## src/rtl/exec_pkg.sv

```systemverilog
// exec_pkg: opcodes, instruction field positions, FSM states and flag indices for exec_unit_seq
package exec_pkg;
  localparam logic [4:0] OP_MOVSGPR = 5'd0;
  localparam logic [4:0] OP_MOV     = 5'd1;
  localparam logic [4:0] OP_ADD     = 5'd2;
  localparam logic [4:0] OP_SUB     = 5'd3;
  localparam logic [4:0] OP_MUL     = 5'd4;
  localparam logic [4:0] OP_OR      = 5'd5;
  localparam logic [4:0] OP_AND     = 5'd6;
  localparam logic [4:0] OP_XOR     = 5'd7;
  localparam logic [4:0] OP_XNOR    = 5'd8;
  localparam logic [4:0] OP_NAND    = 5'd9;
  localparam logic [4:0] OP_NOR     = 5'd10;
  localparam logic [4:0] OP_NOT     = 5'd11;
  localparam logic [4:0] OP_COUNT   = 5'd12;
  localparam int OPER_LSB     = 27;
  localparam int RD_LSB       = 22;
  localparam int RS1_LSB      = 17;
  localparam int IMM_MODE_BIT = 16;
  localparam int RS2_LSB      = 11;
  localparam int FLAG_S = 3;
  localparam int FLAG_Z = 2;
  localparam int FLAG_V = 1;
  localparam int FLAG_C = 0;
  typedef enum logic [1:0] {S_IDLE, S_EXEC, S_MUL, S_WB} state_t;
endpackage

```

## src/rtl/exec_unit_seq_mul.sv

```systemverilog
// seq_mul: unsigned shift-add multiplier, one multiplier bit per cycle LSB first, done pulses the cycle after the last step
module seq_mul #(
  parameter int DATA_W = 16
) (
  input  logic                  clk,
  input  logic                  rst_n,
  input  logic                  start,
  input  logic [DATA_W-1:0]     a,
  input  logic [DATA_W-1:0]     b,
  output logic                  busy,
  output logic                  done,
  output logic [2*DATA_W-1:0]   product
);
  localparam int CW = $clog2(DATA_W);
  logic [2*DATA_W-1:0] p_q, p_d;
  logic [DATA_W-1:0] mc_q, mc_d;
  logic [CW-1:0] cnt_q, cnt_d;
  logic busy_q, busy_d, done_q, done_d;
  logic [DATA_W:0] sum;
  always_comb begin
    sum = {1'b0, p_q[2*DATA_W-1:DATA_W]} + (p_q[0] ? {1'b0, mc_q} : '0);
    p_d = p_q;
    mc_d = mc_q;
    cnt_d = cnt_q;
    busy_d = busy_q;
    done_d = 1'b0;
    if (start && !busy_q) begin
      p_d = {{DATA_W{1'b0}}, b};
      mc_d = a;
      cnt_d = '0;
      busy_d = 1'b1;
    end else if (busy_q) begin
      p_d = {sum, p_q[DATA_W-1:1]};
      cnt_d = cnt_q + 1'b1;
      busy_d = cnt_q != CW'(DATA_W - 1);
      done_d = !busy_d;
    end
  end
  always_ff @(posedge clk or negedge rst_n) begin
    if (!rst_n) begin
      p_q <= '0;
      mc_q <= '0;
      cnt_q <= '0;
      busy_q <= 1'b0;
      done_q <= 1'b0;
    end else begin
      p_q <= p_d;
      mc_q <= mc_d;
      cnt_q <= cnt_d;
      busy_q <= busy_d;
      done_q <= done_d;
    end
  end
  assign busy = busy_q;
  assign done = done_q;
  assign product = p_q;
endmodule

```

## src/rtl/exec_unit_seq.sv

```systemverilog
// exec_unit_seq: handshaked execute/writeback core with register file, 1-cycle ALU and iterative MUL
module exec_unit_seq
  import exec_pkg::*;
#(
  parameter int DATA_W   = 16,
  parameter int NUM_REGS = 32,
  localparam int REG_AW  = (NUM_REGS > 1) ? $clog2(NUM_REGS) : 1
) (
  input  logic              clk,
  input  logic              rst_n,
  input  logic              in_valid,
  output logic              in_ready,
  input  logic [31:0]       in_ir,
  output logic              out_valid,
  output logic [4:0]        out_rdst,
  output logic [DATA_W-1:0] out_data,
  output logic              out_illegal,
  output logic [3:0]        flags,
  output logic [DATA_W-1:0] sgpr,
  input  logic [REG_AW-1:0] dbg_addr,
  output logic [DATA_W-1:0] dbg_data
);
  localparam logic [5:0] NR = 6'(NUM_REGS);
  localparam int M = DATA_W - 1;
  state_t state_q, state_d;
  logic [4:0] op_q, op_d, rd_q, rd_d;
  logic im_q, im_d, ill_q, ill_d;
  logic [DATA_W-1:0] a_q, a_d, b_q, b_d, sgpr_q, sgpr_d, out_data_q, out_data_d;
  logic [DATA_W-1:0] gpr_q [NUM_REGS];
  logic [DATA_W-1:0] gpr_d [NUM_REGS];
  logic [3:0] flags_q, flags_d;
  logic out_valid_q, out_valid_d, out_illegal_q, out_illegal_d;
  logic [4:0] out_rdst_q, out_rdst_d;
  logic [4:0] acc_op, acc_rd, acc_rs1, acc_rs2;
  logic acc_im, use_s1, use_s2, acc_ill, mul_start, mul_busy, mul_done;
  logic [2*DATA_W-1:0] mul_p;
  logic [DATA_W:0] sum, diff;
  logic [DATA_W-1:0] src, alu_res;
  logic alu_v, alu_c;
  assign acc_op  = in_ir[OPER_LSB +: 5];
  assign acc_rd  = in_ir[RD_LSB +: 5];
  assign acc_rs1 = in_ir[RS1_LSB +: 5];
  assign acc_rs2 = in_ir[RS2_LSB +: 5];
  assign acc_im  = in_ir[IMM_MODE_BIT];
  // Only register fields the opcode actually reads can make it illegal
  assign use_s1  = acc_op != OP_MOVSGPR && !((acc_op == OP_MOV || acc_op == OP_NOT) && acc_im);
  assign use_s2  = !acc_im && (acc_op inside {[OP_ADD:OP_NOR]});
  assign acc_ill = acc_op >= OP_COUNT || {1'b0, acc_rd} >= NR ||
                   (use_s1 && {1'b0, acc_rs1} >= NR) || (use_s2 && {1'b0, acc_rs2} >= NR);
  always_comb begin
    sum = {1'b0, a_q} + {1'b0, b_q};
    diff = {1'b0, a_q} - {1'b0, b_q};
    src = im_q ? b_q : a_q;
    alu_res = '0;
    alu_v = 1'b0;
    alu_c = 1'b0;
    case (op_q)
      OP_MOVSGPR: alu_res = sgpr_q;
      OP_MOV:     alu_res = src;
      OP_ADD: begin
        alu_res = sum[M:0];
        alu_c = sum[DATA_W];
        alu_v = (a_q[M] == b_q[M]) && (sum[M] != a_q[M]);
      end
      OP_SUB: begin
        alu_res = diff[M:0];
        alu_c = diff[DATA_W];
        alu_v = (a_q[M] != b_q[M]) && (diff[M] != a_q[M]);
      end
      OP_OR:      alu_res = a_q | b_q;
      OP_AND:     alu_res = a_q & b_q;
      OP_XOR:     alu_res = a_q ^ b_q;
      OP_XNOR:    alu_res = ~(a_q ^ b_q);
      OP_NAND:    alu_res = ~(a_q & b_q);
      OP_NOR:     alu_res = ~(a_q | b_q);
      OP_NOT:     alu_res = ~src;
      default:    alu_res = '0;
    endcase
  end
  always_comb begin
    state_d = state_q;
    op_d = op_q;
    rd_d = rd_q;
    im_d = im_q;
    ill_d = ill_q;
    a_d = a_q;
    b_d = b_q;
    gpr_d = gpr_q;
    sgpr_d = sgpr_q;
    flags_d = flags_q;
    out_valid_d = 1'b0;
    out_illegal_d = 1'b0;
    out_rdst_d = out_rdst_q;
    out_data_d = out_data_q;
    mul_start = 1'b0;
    case (state_q)
      S_IDLE: if (in_valid) begin
        op_d = acc_op;
        rd_d = acc_rd;
        im_d = acc_im;
        ill_d = acc_ill;
        a_d = gpr_q[in_ir[RS1_LSB +: REG_AW]];
        b_d = acc_im ? DATA_W'(in_ir[15:0]) : gpr_q[in_ir[RS2_LSB +: REG_AW]];
        mul_start = acc_op == OP_MUL && !acc_ill;
        state_d = mul_start ? S_MUL : S_EXEC;
      end
      S_EXEC: begin
        state_d = S_IDLE;
        out_valid_d = 1'b1;
        out_illegal_d = ill_q;
        out_rdst_d = rd_q;
        if (!ill_q) begin
          gpr_d[rd_q[REG_AW-1:0]] = alu_res;
          out_data_d = alu_res;
          flags_d[FLAG_S] = alu_res[M];
          flags_d[FLAG_Z] = alu_res == '0;
          flags_d[FLAG_V] = alu_v;
          flags_d[FLAG_C] = alu_c;
        end
      end
      S_MUL: if (mul_done && !mul_busy) state_d = S_WB;
      S_WB: begin
        state_d = S_IDLE;
        out_valid_d = 1'b1;
        out_rdst_d = rd_q;
        out_data_d = mul_p[M:0];
        gpr_d[rd_q[REG_AW-1:0]] = mul_p[M:0];
        sgpr_d = mul_p[2*DATA_W-1:DATA_W];
        flags_d = {mul_p[2*DATA_W-1], mul_p == '0, 2'b00};
      end
      default: state_d = S_IDLE;
    endcase
  end
  seq_mul #(.DATA_W(DATA_W)) u_mul (
    .clk(clk), .rst_n(rst_n), .start(mul_start), .a(a_d), .b(b_d),
    .busy(mul_busy), .done(mul_done), .product(mul_p)
  );
  always_ff @(posedge clk or negedge rst_n) begin
    if (!rst_n) begin
      state_q <= S_IDLE;
      op_q <= '0;
      rd_q <= '0;
      im_q <= 1'b0;
      ill_q <= 1'b0;
      a_q <= '0;
      b_q <= '0;
      gpr_q <= '{default: '0};
      sgpr_q <= '0;
      flags_q <= '0;
      out_valid_q <= 1'b0;
      out_illegal_q <= 1'b0;
      out_rdst_q <= '0;
      out_data_q <= '0;
    end else begin
      state_q <= state_d;
      op_q <= op_d;
      rd_q <= rd_d;
      im_q <= im_d;
      ill_q <= ill_d;
      a_q <= a_d;
      b_q <= b_d;
      gpr_q <= gpr_d;
      sgpr_q <= sgpr_d;
      flags_q <= flags_d;
      out_valid_q <= out_valid_d;
      out_illegal_q <= out_illegal_d;
      out_rdst_q <= out_rdst_d;
      out_data_q <= out_data_d;
    end
  end
  assign in_ready = state_q == S_IDLE;
  assign out_valid = out_valid_q;
  assign out_illegal = out_illegal_q;
  assign out_rdst = out_rdst_q;
  assign out_data = out_data_q;
  assign flags = flags_q;
  assign sgpr = sgpr_q;
  assign dbg_data = gpr_q[dbg_addr];
endmodule

```

## config.mk

```make
export PLATFORM = sky130hd
export DESIGN_NAME = exec_unit_seq
export DESIGN_NICKNAME = d
export VERILOG_FILES = /design/src/rtl/exec_pkg.sv /design/src/rtl/exec_unit_seq_mul.sv /design/src/rtl/exec_unit_seq.sv
export SDC_FILE = /design/constraint.sdc
export NUM_CORES = 2
export LEC_CHECK = 0
export BUFFER_PORTS_ARGS = -buffer_cell sky130_fd_sc_hd__buf_2
export CORE_AREA = 4 4 278 280
export CTS_CLUSTER_SIZE = 30
export DETAILED_ROUTE_END_ITERATION = 10
export DIE_AREA = 0 0 282 284
export PLACE_DENSITY = 0.7
export REMOVE_ABC_BUFFERS = 1
export SLEW_MARGIN = 20
export SYNTH_ARGS = -nofsm -noshare
export SYNTH_HDL_FRONTEND = slang
export SYNTH_SLANG_ARGS = --single-unit
export TNS_END_PERCENT = 50
```

## constraint.sdc

```tcl
create_clock -name clk -period 4.8 [get_ports clk]
set_clock_uncertainty 0.05 [all_clocks]
set_input_delay 0.96 -clock clk [delete_from_list [all_inputs] [get_ports clk]]
set_output_delay 0.96 -clock clk [all_outputs]
set_load 0.03 [all_outputs]
```

==> impl_metrics.prom <==
# TYPE chip_impl_metric gauge
chip_impl_info{name="run_status",value="finished clean"} 1
chip_impl_metric{name="clock_tree.htree_level_count",unit=""} 3
chip_impl_metric{name="routed_wl",unit="mm"} 132
chip_impl_info{name="crit_path_frequent_cell",value="sky130_fd_sc_hd__mux4_2"} 1
chip_impl_metric{name="seqCellArea",unit="um2"} 16400
chip_impl_metric{name="grt_pass1_vias",unit=""} 30844
chip_impl_metric{name="route.detailed.drc",unit=""} 0
chip_impl_metric{name="detail_route.wl_per_cell",unit="um"} 29.4
chip_impl_metric{name="syn-mean-instance-area",unit="um2"} 11.5
chip_impl_metric{name="leakagePower",unit="nW"} 18.9
chip_impl_metric{name="fraction_of_post_synthesis_cell_area_in_the_top_cell_type_by_area",unit="%"} 40.8
chip_impl_metric{name="drt_iter0_markers",unit=""} 3321
chip_impl_metric{name="timing.final.crit_period",unit="ns"} 4.21
chip_impl_metric{name="clk_pin_slew",unit="ns"} 0.06
chip_impl_metric{name="n_fill_cell",unit=""} 5858
chip_impl_info{name="post_synth_top_flop",value="sky130_fd_sc_hd__dfrtp_1"} 1
chip_impl_metric{name="hpwl",unit="mm"} 85.0
chip_impl_metric{name="routed_vias",unit=""} 30789
chip_impl_metric{name="cts.sink_count",unit=""} 655
chip_impl_metric{name="maxSlewViolCount",unit=""} 0
chip_impl_metric{name="clock_insertion_delay_worst_skew",unit="ns"} 0.63
chip_impl_metric{name="postCtsSetupRepairBufs",unit=""} 0
chip_impl_metric{name="syn-instance-count",unit=""} 3481
chip_impl_metric{name="synth_cell_type_count",unit=""} 78
chip_impl_metric{name="core",unit="um2"} 74400
chip_impl_metric{name="initial_core_utilization",unit="%"} 54.0
chip_impl_metric{name="numCtsBuffers",unit=""} 73
chip_impl_metric{name="vdd_ir_drop_max",unit="V"} 0.000269
chip_impl_metric{name="die_w",unit="um"} 282
chip_impl_metric{name="via_per_inst",unit=""} 6.88
chip_impl_metric{name="final_min_period_over_clock_period",unit="%"} 87.6
chip_impl_info{name="startpoint_type",value="input port"} 1
chip_impl_metric{name="timing.setup.tns",unit="ns"} 0
chip_impl_metric{name="synth_async_sr_flop_share",unit="%"} 100
chip_impl_metric{name="syn_to_final_growth",unit="%"} 10.6
chip_impl_metric{name="die_height",unit="um"} 284
chip_impl_metric{name="standard_cell_row_count",unit=""} 100
chip_impl_metric{name="grt_remaining_overflow",unit=""} 0
chip_impl_metric{name="cts-resized-gates",unit=""} 0
chip_impl_info{name="ys_top_cells_by_area",value="sky130_fd_sc_hd__dfrtp_1 41%, sky130_fd_sc_hd__mux4_2 27%, sky130_fd_sc_hd__o21ai_0 6.3%"} 1
chip_impl_metric{name="fmaxAchievable",unit="GHz"} 0.238
chip_impl_metric{name="multiInputGateArea",unit="um2"} 22300
chip_impl_metric{name="drt-pass1-iter-count",unit=""} 6
chip_impl_metric{name="numPortBuffers",unit=""} 99
chip_impl_info{name="tritoncts",value="yes"} 1
chip_impl_metric{name="largest_net_degree_at_the_start_of_global_routing",unit=""} 104
chip_impl_metric{name="total_power",unit="mW"} 22.7
chip_impl_metric{name="hold_violation_count_in_the_final_report",unit=""} 0
chip_impl_metric{name="finalNetCount",unit=""} 3559
chip_impl_info{name="worstPathCellList",value="buf_8, buf_12, mux4_2, mux4_2, mux2_2, buf_2"} 1
chip_impl_metric{name="dp_cells",unit=""} 4344
chip_impl_metric{name="power_per_cell_area",unit="nW/um2"} 510
chip_impl_info{name="timing.critical_path.to_type",value="primary output"} 1
chip_impl_info{name="mostFrequentLayoutCell",value="sky130_fd_sc_hd__dfrtp_1"} 1
chip_impl_metric{name="setup_violations",unit=""} 0
chip_impl_metric{name="grt_usage",unit="%"} 33.5
chip_impl_metric{name="maxCapViolations",unit=""} 0
chip_impl_metric{name="netlist_area",unit="um2"} 40200
chip_impl_metric{name="ys_ff_latch",unit=""} 655
chip_impl_metric{name="max_root_sink_buffers",unit=""} 3
chip_impl_info{name="cts_root_buf",value="sky130_fd_sc_hd__clkbuf_16"} 1
chip_impl_info{name="setup_repair_after_global_routing_missed_its_margin",value="no"} 1
chip_impl_metric{name="num_io_pins",unit=""} 100
chip_impl_metric{name="grt_antenna_before_repair",unit=""} 7
chip_impl_info{name="critPathKind",value="in -> out"} 1
chip_impl_metric{name="max_stage_delay",unit="ns"} 0.52
chip_impl_metric{name="drtAntennaViolNets",unit=""} 0
chip_impl_metric{name="yosys_warnings",unit=""} 0
chip_impl_info{name="layout_common_cells",value="655 x sky130_fd_sc_hd__dfrtp_1, 634 x sky130_fd_sc_hd__nand2_1, 502 x sky130_fd_sc_hd__o21ai_0"} 1
chip_impl_info{name="netlist.top_cell.by_area",value="sky130_fd_sc_hd__dfrtp_1"} 1
chip_impl_metric{name="cp_max_fo",unit=""} 32
chip_impl_info{name="cp_max_delay_cell",value="sky130_fd_sc_hd__mux4_2"} 1
chip_impl_metric{name="r2r_cells",unit=""} 13
chip_impl_metric{name="slew_headroom",unit="%"} 30.9
chip_impl_metric{name="cts_hold_buf",unit=""} 0
chip_impl_metric{name="gp_congestion",unit=""} 0.989
chip_impl_metric{name="final_layout_size_suffix_gt1_share",unit="%"} 28.7
chip_impl_metric{name="worst_hold_slack",unit="ns"} 0.356
chip_impl_metric{name="worstMarginPinSlew",unit="ns"} 1.03
chip_impl_info{name="hold_class",value="in -> async"} 1
chip_impl_metric{name="layoutNonFillerInstCount",unit=""} 4478
chip_impl_metric{name="grt_first_pass_wirelength",unit="mm"} 201
chip_impl_metric{name="required_time_worst_endpoint",unit="ns"} 3.79
chip_impl_metric{name="floorplan.die_area",unit="um2"} 80100
chip_impl_metric{name="synth-edff-count",unit=""} 0
chip_impl_metric{name="worstPathArrival",unit="ns"} 3.20
chip_impl_metric{name="synth_sequential_area_ratio",unit="%"} 40.8
==> power breakdown <==
part | switching [mW] | internal (mW) | leakage [nW] | total, mW
clock | 2.39 | 3.40 | 1.21 | 5.79
combinational | 4.45 | 3.62 | 8.78 | 8.07
sequential | 1.77 | 7.04 | 8.88 | 8.81
total | 8.62 | 14.1 | 18.9 | 22.7
==> sequential cells by signal, summed over array words and instances, names as in the netlist <==
name	cells
im_q	1
out_data	16
flags	4
u_mul.product	32
out_rdst	5
b_q	16
out_valid	1
u_mul.cnt_q	4
out_illegal	1
u_mul.done	1
ill_q	1
op_q	5
rd_q	5
sgpr	16
a_q	16
u_mul.mc_q	16
gpr_q	512
u_mul.busy	1
state_q	2
==> path summary, 6_finish.rpt <==
path	start	endpoint	slack (ns)
max in group asynchronous	rst_n	gpr_q[44]	3.23
worst min-delay path	rst_n	op_q[4]	0.36
worst min register to register	out_data[1]	out_data[1]	0.42
min in group clk	out_data[1]	out_data[1]	0.42
worst max-delay path	dbg_addr[0]	dbg_data[13]	0.59
worst max register to register	a_q[0]	gpr_q[140]	0.66
==> metal layers <==
layer	wire length (um)	GRT usage, %	part of all wire, %	up-vias
li1	-	-	-	12982
met2	60600	51.2	46	1820
met1	47900	43.8	36	15475
met4	9280	19.9	7.0	8
met5	56	0	0.043	-
met3	13900	8.14	11	504
==> metrics by stage <==
stage	worst slack, ns	cell area (um2)	utilization, %
after global placement	0.614	42000	56.4
after floorplan	0.991	38900	-
after CTS	0.584	44500	59.7
final	0.594	44500	59.7
after global routing	0.499	44500	59.7
after detailed placement	0.601	42000	56.4
==> critical path, delay by kind of cell <==
kind                   cells  cell delay (ns)
muxes                      3             1.34
buffers and inverters      3             0.79
==> synthesized netlist by cell type (9+ instances only) <==
library cell,instances
sky130_fd_sc_hd__and2_1,19
sky130_fd_sc_hd__a211oi_1,9
sky130_fd_sc_hd__nand2b_1,11
sky130_fd_sc_hd__o211ai_1,15
sky130_fd_sc_hd__buf_1,44
sky130_fd_sc_hd__o21ai_0,505
sky130_fd_sc_hd__nor3b_1,13
sky130_fd_sc_hd__ha_1,66
sky130_fd_sc_hd__a31oi_1,9
sky130_fd_sc_hd__nor4_1,17
sky130_fd_sc_hd__mux2i_1,76
sky130_fd_sc_hd__o21ai_1,40
sky130_fd_sc_hd__clkbuf_1,261
sky130_fd_sc_hd__nand2_1,636
sky130_fd_sc_hd__nor3_1,24
sky130_fd_sc_hd__dfrtp_1,655
sky130_fd_sc_hd__nor2_1,70
sky130_fd_sc_hd__a21oi_1,79
sky130_fd_sc_hd__mux2_2,153
sky130_fd_sc_hd__mux4_2,480
sky130_fd_sc_hd__or3_1,11
sky130_fd_sc_hd__inv_1,68
sky130_fd_sc_hd__xnor2_1,9
sky130_fd_sc_hd__buf_2,19
sky130_fd_sc_hd__nand3_1,31
==> kinds of logic (layout without fill, tap and decap cells) <==
family                     after synthesis  in the layout  share of synthesized area (%)
adders and majority gates               69             69                           2.20
buffers and inverters                  397            423                           3.82
AOI/OAI and AO/OA                      760            760                           10.5
xor gates and xnor gates                16             16                          0.349
muxes                                  709            709                           33.1
and+or+nand+nor                        875            875                           9.25
DFF                                    655            655                           40.8
other                                    0              2                              0
==> cell type report <==
class	instances	area share, %
Timing Repair Buffer	223	4.05
Clock inverter	27	0.599
Tap cell	969	2.73
Multi-Input combinational cell	2429	50.2
Sequential cell	655	36.9
Clock buffer	105	4.93
Antenna cell	2	0.0113
Inverter	68	0.574
Power figures use the tool's default switching activity.
